$ cat src/rtl/swerv_trace_collector.sv
// Collects up to three retired instructions per cycle into a FIFO of trace records,
// dropping whole packets on overflow and reporting the loss with a marker record.
module swerv_trace_collector #(
    parameter int unsigned DEPTH = 8
) (
    input  logic        clk,
    input  logic        rst_l,
    input  logic        enable,
    input  logic        flush,
    input  logic [2:0]  trace_rv_i_valid_ip,
    input  logic [95:0] trace_rv_i_insn_ip,
    input  logic [95:0] trace_rv_i_address_ip,
    input  logic [2:0]  trace_rv_i_exception_ip,
    input  logic [4:0]  trace_rv_i_ecause_ip,
    input  logic [2:0]  trace_rv_i_interrupt_ip,
    input  logic [31:0] trace_rv_i_tval_ip,
    output logic        out_valid,
    input  logic        out_ready,
    output logic [31:0] out_addr,
    output logic [31:0] out_insn,
    output logic        out_exc,
    output logic        out_intr,
    output logic [4:0]  out_ecause,
    output logic [31:0] out_tval,
    output logic        out_marker,
    output logic        overflow
);

    localparam int unsigned SLOTS = 3;
    localparam int unsigned AW    = $clog2(DEPTH);
    localparam int unsigned CW    = AW + 1;

    typedef struct packed {
        logic [31:0] addr;
        logic [31:0] insn;
        logic        exc;
        logic        intr;
        logic [4:0]  ecause;
        logic [31:0] tval;
    } rec_t;

    typedef enum logic [1:0] {
        OFF    = 2'd0,
        RUN    = 2'd1,
        RESYNC = 2'd2
    } state_t;

    state_t        state;
    state_t        state_nxt;
    rec_t          mem [DEPTH];
    logic [AW-1:0] wr_ptr;
    logic [AW-1:0] rd_ptr;
    logic [CW-1:0] count;
    logic [15:0]   drop_cnt;

    logic [1:0]    n_valid;
    logic [CW-1:0] free_c;
    logic          fits_c;
    logic          wr_en_c;
    logic          drop_c;
    logic          pop_c;
    logic          marker_c;
    logic          marker_ack_c;
    logic [15:0]   drop_base_c;
    logic [16:0]   drop_sum_c;
    logic [15:0]   drop_nxt_c;
    logic [1:0]    n_wr_c;
    rec_t          slot_rec [SLOTS];
    logic [AW-1:0] slot_wa  [SLOTS];
    rec_t          head;

    // Per-slot record build and compacted write addresses (gaps skipped)
    always_comb begin
        n_valid = 2'(trace_rv_i_valid_ip[0]) + 2'(trace_rv_i_valid_ip[1])
                + 2'(trace_rv_i_valid_ip[2]);
        slot_wa[0] = wr_ptr;
        slot_wa[1] = wr_ptr + AW'(trace_rv_i_valid_ip[0]);
        slot_wa[2] = wr_ptr + AW'(trace_rv_i_valid_ip[0]) + AW'(trace_rv_i_valid_ip[1]);
        for (int k = 0; k < SLOTS; k++) begin
            slot_rec[k].addr   = trace_rv_i_address_ip[32*k +: 32];
            slot_rec[k].insn   = trace_rv_i_insn_ip[32*k +: 32];
            slot_rec[k].exc    = trace_rv_i_exception_ip[k];
            slot_rec[k].intr   = trace_rv_i_interrupt_ip[k];
            slot_rec[k].ecause = '0;
            slot_rec[k].tval   = '0;
            if (trace_rv_i_exception_ip[k] || trace_rv_i_interrupt_ip[k]) begin
                slot_rec[k].ecause = trace_rv_i_ecause_ip;
                slot_rec[k].tval   = trace_rv_i_tval_ip;
            end
        end
    end

    // Admission, drop accounting, next state and output mux
    always_comb begin
        state_nxt    = state;
        head         = mem[rd_ptr];
        free_c       = CW'(DEPTH) - count;
        fits_c       = CW'(n_valid) <= free_c;
        marker_c     = (state == RESYNC) && (count == '0);
        pop_c        = out_ready && (count != '0);
        marker_ack_c = marker_c && out_ready;
        wr_en_c      = (state == RUN) && (n_valid != 2'd0) && fits_c && !flush;
        n_wr_c       = wr_en_c ? n_valid : 2'd0;
        drop_c       = (n_valid != 2'd0) &&
                       (((state == RUN) && !fits_c) || (state == RESYNC));
        drop_base_c  = marker_ack_c ? 16'h0 : drop_cnt;
        drop_sum_c   = 17'(drop_base_c) + 17'(n_valid);
        drop_nxt_c   = drop_base_c;
        if (drop_c) begin
            drop_nxt_c = drop_sum_c[16] ? 16'hFFFF : drop_sum_c[15:0];
        end

        case (state)
            OFF: begin
                if (enable) state_nxt = RUN;
            end
            RUN: begin
                if (!enable)     state_nxt = OFF;
                else if (drop_c) state_nxt = RESYNC;
            end
            RESYNC: begin
                if (marker_ack_c) state_nxt = enable ? RUN : OFF;
                else if (!enable) state_nxt = OFF;
            end
            default: state_nxt = OFF;
        endcase
        if (flush) state_nxt = enable ? RUN : OFF;

        out_valid  = (count != '0) || marker_c;
        overflow   = (state == RESYNC);
        out_addr   = '0;
        out_insn   = '0;
        out_exc    = 1'b0;
        out_intr   = 1'b0;
        out_ecause = '0;
        out_tval   = '0;
        out_marker = 1'b0;
        if (count != '0) begin
            out_addr   = head.addr;
            out_insn   = head.insn;
            out_exc    = head.exc;
            out_intr   = head.intr;
            out_ecause = head.ecause;
            out_tval   = head.tval;
        end else if (marker_c) begin
            out_tval   = {16'h0, drop_cnt};
            out_marker = 1'b1;
        end
    end

    // Record storage; occupancy tracking guarantees no write hits a live entry
    always_ff @(posedge clk) begin
        for (int k = 0; k < SLOTS; k++) begin
            if (wr_en_c && trace_rv_i_valid_ip[k]) begin
                mem[slot_wa[k]] <= slot_rec[k];
            end
        end
    end

    always_ff @(posedge clk or negedge rst_l) begin
        if (!rst_l) begin
            state    <= OFF;
            wr_ptr   <= '0;
            rd_ptr   <= '0;
            count    <= '0;
            drop_cnt <= '0;
        end else if (flush) begin
            state    <= state_nxt;
            wr_ptr   <= '0;
            rd_ptr   <= '0;
            count    <= '0;
            drop_cnt <= '0;
        end else begin
            state    <= state_nxt;
            wr_ptr   <= wr_ptr + AW'(n_wr_c);
            rd_ptr   <= rd_ptr + AW'(pop_c);
            count    <= count + CW'(n_wr_c) - CW'(pop_c);
            drop_cnt <= drop_nxt_c;
        end
    end

endmodule

$ cat config.mk
export PLATFORM = sky130hd
export DESIGN_NAME = swerv_trace_collector
export DESIGN_NICKNAME = d
export VERILOG_FILES = /design/src/rtl/swerv_trace_collector.sv
export SDC_FILE = /design/constraint.sdc
export NUM_CORES = 2
export LEC_CHECK = 0
export BUFFER_PORTS_ARGS = -buffer_cell sky130_fd_sc_hd__buf_2
export CORE_MARGIN = 2
export CORE_UTILIZATION = 49
export DETAILED_ROUTE_END_ITERATION = 10
export PLACE_DENSITY_LB_ADDON = 0.3
export SETUP_SLACK_MARGIN = 0.05
export SLEW_MARGIN = 20
export SYNTH_ARGS = -nofsm -noshare
export SYNTH_HDL_FRONTEND = slang
export SYNTH_SLANG_ARGS = --single-unit
$ cat constraint.sdc
create_clock -name clk -period 41.5 [get_ports clk]
set_input_delay 0 -clock clk [delete_from_list [all_inputs] [get_ports clk]]
set_output_delay 0 -clock clk [all_outputs]
set_load 0.02 [all_outputs]
### Word level (Yosys, flattened, before mapping)

Memories as Yosys holds them, arrays and structs flattened.
Index checks and enable logic that the tools add are counted.

| cells by class | value |
|---|---|
| add/sub/neg operators | 10 |
| magnitude comparators | 1 |
| equal/unequal tests | 5 |
| muxes and demuxes | 34 |
| reductions and logical operators | 23 |

Operators with widths:

| operator | count |
|---|---|
| 37-bit two-way mux | 3 |
| 32-bit two-way mux | 3 |
| 16-bit two-way mux | 5 |
| 16-bit by 2-bit adder with 17-bit output | 1 |
| 2-bit two-way mux | 7 |
| 1-bit logical AND | 11 |
| 1-bit two-way mux | 11 |
| 3-bit by 1-bit adder with 3-bit output | 3 |
| 3-bit two-way mux | 2 |
| 2-bit case mux with 3 select lines | 1 |
| 1-bit logical OR | 5 |
| 5-bit two-way mux | 1 |
| 4-bit by 2-bit adder with 4-bit output | 1 |
| 2-bit by 4-bit less-or-equal comparator with 1-bit output | 1 |
| 4-bit zero test | 1 |
| 4-bit two-way mux | 1 |
| 4-bit by 3-bit != test with 1-bit output (second input constant) | 1 |
| 4-bit != test (second input constant) | 1 |
| 4-bit nonzero test | 1 |
| 4-bit by 1-bit subtractor with 4-bit output | 1 |
| 4-bit subtractor (first input constant) | 1 |
| 3-bit by 2-bit adder with 3-bit output | 1 |
| 3-bit != test (second input constant) | 1 |
| 3-bit AND reduction | 1 |
| 7 further kinds | 8 |

| word-level totals | value |
|---|---|
| flip-flop bits (word level) | 28 |
| bits in writable memories | 824 |
| bits of input ports | 243 |
| output and inout port bits | 106 |
| word-level logic and storage cells | 79 |
| memories kept | 1 |

Memory list:

| memory | words | width | read ports | clocked after memory_dff | wr ports | RTL line | text |
|---|---|---|---|---|---|---|---|
| mem | 8 | 103 | 1 | 0 | 3 | 50 | `rec_t mem [DEPTH];` |

### Depth between registers and ports, before layout

| logic depth | value |
|---|---|
| depth after elaboration | 11 |
| depth in mapped cells | 16 |
| depth with buffers taken out | 16 |

### Worst setup path after synthesis

OpenSTA, ideal clock, no wires.

| timing path | value |
|---|---|
| path type | register to register |
| start point | register count[0] |
| end point | memory mem[0][0] (netlist name), enable pin |
| library setup time | 916 ps |
| arrival time | 13963 ps |
| required time | 40584 ps |
| path slack | 26621 ps |
| cell stages (with the launch flop) | 10 |
| buffers on the path | 0 |
| period minus slack after synthesis | 14879 ps |
| path through | dfrtp_1 > inv_1 > ha_1 > inv_1 > ha_1 > nor2b_1 > o211ai_2 > nor2_4 > or4_1 > o311ai_0 |

RTL lines:

| item | RTL line | text |
|---|---|---|
| start, declared | 53 | `logic [CW-1:0] count;` |
| start signal, assigned | 177 | `count <= count + CW'(n_wr_c) - CW'(pop_c);` |
| end, declared | 50 |  |

==> out/qor.yml <==
outcome:
  outcome: "completed"
yosys:
  synth_mux_area_share_pct: 23.37
  synth_top_family_by_area: "multiplexers"
  synth.avg_cell_area_um2: 12.18
  yosysSeqAreaShare_pct: 53.61
  postSynthNetCount: 4163
  synthFlopType: "edfxtp_1"
  async_flop_share_pct: 3.286
  synth-simple-area-share_pct: 10.46
  synth-compound-area-share_pct: 6.746
  syn_area_mm2: 0.04747
  synth_seq_cells: 852
  synth_edf_count: 824
  synthAdderAreaFrac_pct: 0.6432
  synthCells: 3898
  synth_cell_types: 68
  yosysWarnings: 0
  synthXorXnorAreaFrac_pct: 0.4191
min_path:
  hold_path.startpoint: "trace_rv_i_valid_ip[1]"
  holdPathStages: 5
  min_path_type: "in2reg"
  hold_path_end: "drop_cnt[0]"
power_and_ir_drop:
  power.leakage_nw: 21.07
  powerDensity_mw_per_mm2: 47.80
  peakVddDrop_mv: 0.03410
finish:
  nets: 4556
  synthToLayoutAreaGrowth_pct: 18.22
  layout-drive-gt1-share_pct: 17.99
  design_area_mm2: 0.05612
setup_path:
  path_max_fanout: 53
  start_kind: "flop"
  crit_type: "reg2reg"
  cp-end-kind: "flop"
  path_buf_inv: 4
  timing.rr.start: "count[0]"
  startpoint: "count[0]"
  cp.arrival_ns: 5.46
  r2r-end: "mem[6][98]"
  critical-path-max-stage-delay_ns: 0.85
  worstPathRequired_ns: 41.78
  regToRegSetupSlack_ns: 36.32
  crit_family: "buffers and inverters"
  cp_slowest_cell: "buf_4"
  ff2ff_path_depth: 11
  path_cells: "inv_1 > ha_1 > inv_1 > ha_1 > nor2b_1 > o211ai_2 > nor2_4 > or4_1 > o21ai_4 > buf_4 > buf_4"
drt:
  drtIter0Drc: 3397
  vias: 33718
  drc: 0
  drt.antenna.violating_nets: 0
  firstDrtPassIters: 6
  wl_um: 142600
  routed_via_density: 5.952
  wl_per_cell_um: 25.16
clock_tree:
  insertion_delay_ns: 0.69
  h-tree-depth: 3
  cts_tree: "yes"
  clkTransAtPathRegs_ns: 0.06
  cts_root_buf: "clkbuf_16"
  cts.sink_count: 852
  clockBufferDepth: 3
  numCtsBuffers: 95
floorplanning:
  die_w_um: 315.2
  die_y_um: 315.2
  start_util_pct: 49.30
  rows: 114
  core_mm2: 0.09628
  dieArea_mm2: 0.09937
  io_pins: 349
sta:
  maxSlewHeadroom_pct: 22.66
  fin_crit_ns: 5.179
  fin_crit_sh_pct: 12.48
  drv_slew: 0
  skew_ns: 0.03077
  fmax_mhz: 193.1
  setup_violations: 0
  rsz0062_at_grt: "false"
  worst_slew_pin_slew_ns: 1.160
  final_hold_viol_count: 0
  setup_tns_ns: 0
placement:
  io_buffers: 348
  detailed_place_hpwl_um: 76830
  place_congestion: 0.8690
  placed_area_mm2: 0.04929
global_route:
  antenna_found_initial: 29
  grt_max_degree: 104
  grt-ovfl-total: 0
  grt_pass1_vias: 33855
  grt_usage_pct: 28.51
  grt_pass1_wl_um: 213100
run:
  cap_violations: 0
worst min-delay path, stage by stage:
cell and delay (ns):
buf_2 0.12, fa_1 0.28, ha_1 0.15, mux2i_1 0.05, a21oi_1 0.13
kinds of logic (layout without fill, tap and decap cells):
logic type	after synthesis	after routing
buffers and inverters	501	972
XOR/XNOR	21	21
multiplexers	844	844
adder cells (fa/ha/maj)	22	22
AND/OR/NAND/NOR	1050	1050
other	0	20
AO/OA/AOI/OAI	608	608
flip-flops	852	852
routing by layer:
metal  share of wire [%]  up-vias  routed length, um  GRT usage (%)
met3                 9.0      288              12820          5.651
met5                0.12        -                165              0
met2                  48     1622              68780          47.01
met1                  40    16722              56950          38.11
li1                    -    15058                  -              -
met4                 2.7       28               3834          8.799
synth_stat cells, drive strengths merged (2+ instances only):
library cell  count  area (um2)
a211o             5       43.79
a211oi            6       55.05
a21oi           208        1041
a31oi             4       25.02
and2            301        1883
and3              5       31.28
and4              5       43.79
buf             208        1105
clkbuf          273        1080
dfrtp            28       700.7
edfxtp          824       24740
fa                4       80.08
ha               18       225.2
inv              20       75.07
mux2i           638        6452
mux4            206        4639
nand2           369        1388
nand2b            9       56.30
nand3             9       45.04
nand4             7       43.79
nor2            298        1126
nor2b            10       62.56
nor3             12       93.84
nor3b             2       20.02
nor4              5       31.28
o211ai            3       27.52
o21ai           361        1814
o221ai            4       35.03
o2bb2ai           5       50.04
o311ai            2       17.52
o31a              2       17.52
or2               2       12.52
or3               5       31.28
or4               5       37.54
xnor2            13       128.9
xor2              8       70.07
stage by stage:
step / power (W) / util [%] / setup WS [ns] / std cells / hold slack [ns]
after floorplan: 0.001594 / - / 26.62 / 3898 / -0.2956
after global placement: 0.001821 / 51.19 / 36.31 / 5096 / 0.08158
after detailed placement: 0.001830 / 51.19 / 36.26 / 5096 / 0.07616
after CTS: 0.002696 / 58.23 / 36.25 / 5645 / 0.09215
after global routing: 0.002787 / 58.26 / 36.04 / 5657 / 0.2182
final: 0.002683 / 58.28 / 36.32 / 5665 / 0.1301
how the worst max path moves through the flow:
stage	to	slack, ns	depth (start not counted)
after floorplan	mem[0][0]	26.62	9
final	mem[6][98]	36.32	11
after global placement	mem[6][48]	36.31	11
after CTS	mem[6][96]	36.25	11
after global routing	mem[6][98]	36.04	11
after detailed placement	mem[6][49]	36.26	11
placed cells by master, fill, tap and decap left out, types with 5 or more instances in the layout:
cell type	n
dlygate4sd3_1	373
nand4_1	7
mux2i_1	632
inv_1	20
mux4_2	206
nor4_1	5
a211o_4	5
and2_1	300
bufinv_16	9
buf_4	51
dfrtp_1	25
o21ai_0	356
mux2i_4	6
buf_12	5
clkinv_1	23
clkbuf_1	22
a21oi_1	208
xnor2_1	11
nand3_1	9
diode_2	20
nand2_1	368
xor2_1	8
clkbuf_16	97
edfxtp_1	824
clkinv_2	17
nor2b_1	10
buf_2	348
nand2b_1	9
nor2_1	297
nor3_1	9
ha_1	18
cell type report:
cell class	count	area (um2)
Antenna cell	20	50.05
Multi-Input combinational cell	2545	19960
Clock buffer	119	2510
Fill cell	7679	40160
Tap cell	1276	1597
Sequential cell	852	25460
Inverter	20	75.07
Clock inverter	56	511.7
Timing Repair Buffer	777	5958
power breakdown:
group | total, W | internal, W | switching (W)
Combinational | 0.000803 | 0.000320 | 0.000483
Clock | 0.000839 | 0.000484 | 0.000355
Sequential | 0.00104 | 0.00101 | 0.0000280
sequential cells by signal, indices dropped and copies added, names as in the netlist:
| signal | cells |
|---|---|
| drop_cnt | 16 |
| mem | 824 |
| rd_ptr | 3 |
| state | 2 |
| count | 4 |
| wr_ptr | 3 |
repair_timing:
item / CTS / global route
gates resized for setup: 0 / 0
buffers inserted: 0 / 0
hold buffers: 374 / 0
hold endpoints to repair: 879 / 0
(Power assumes the default switching activity.)
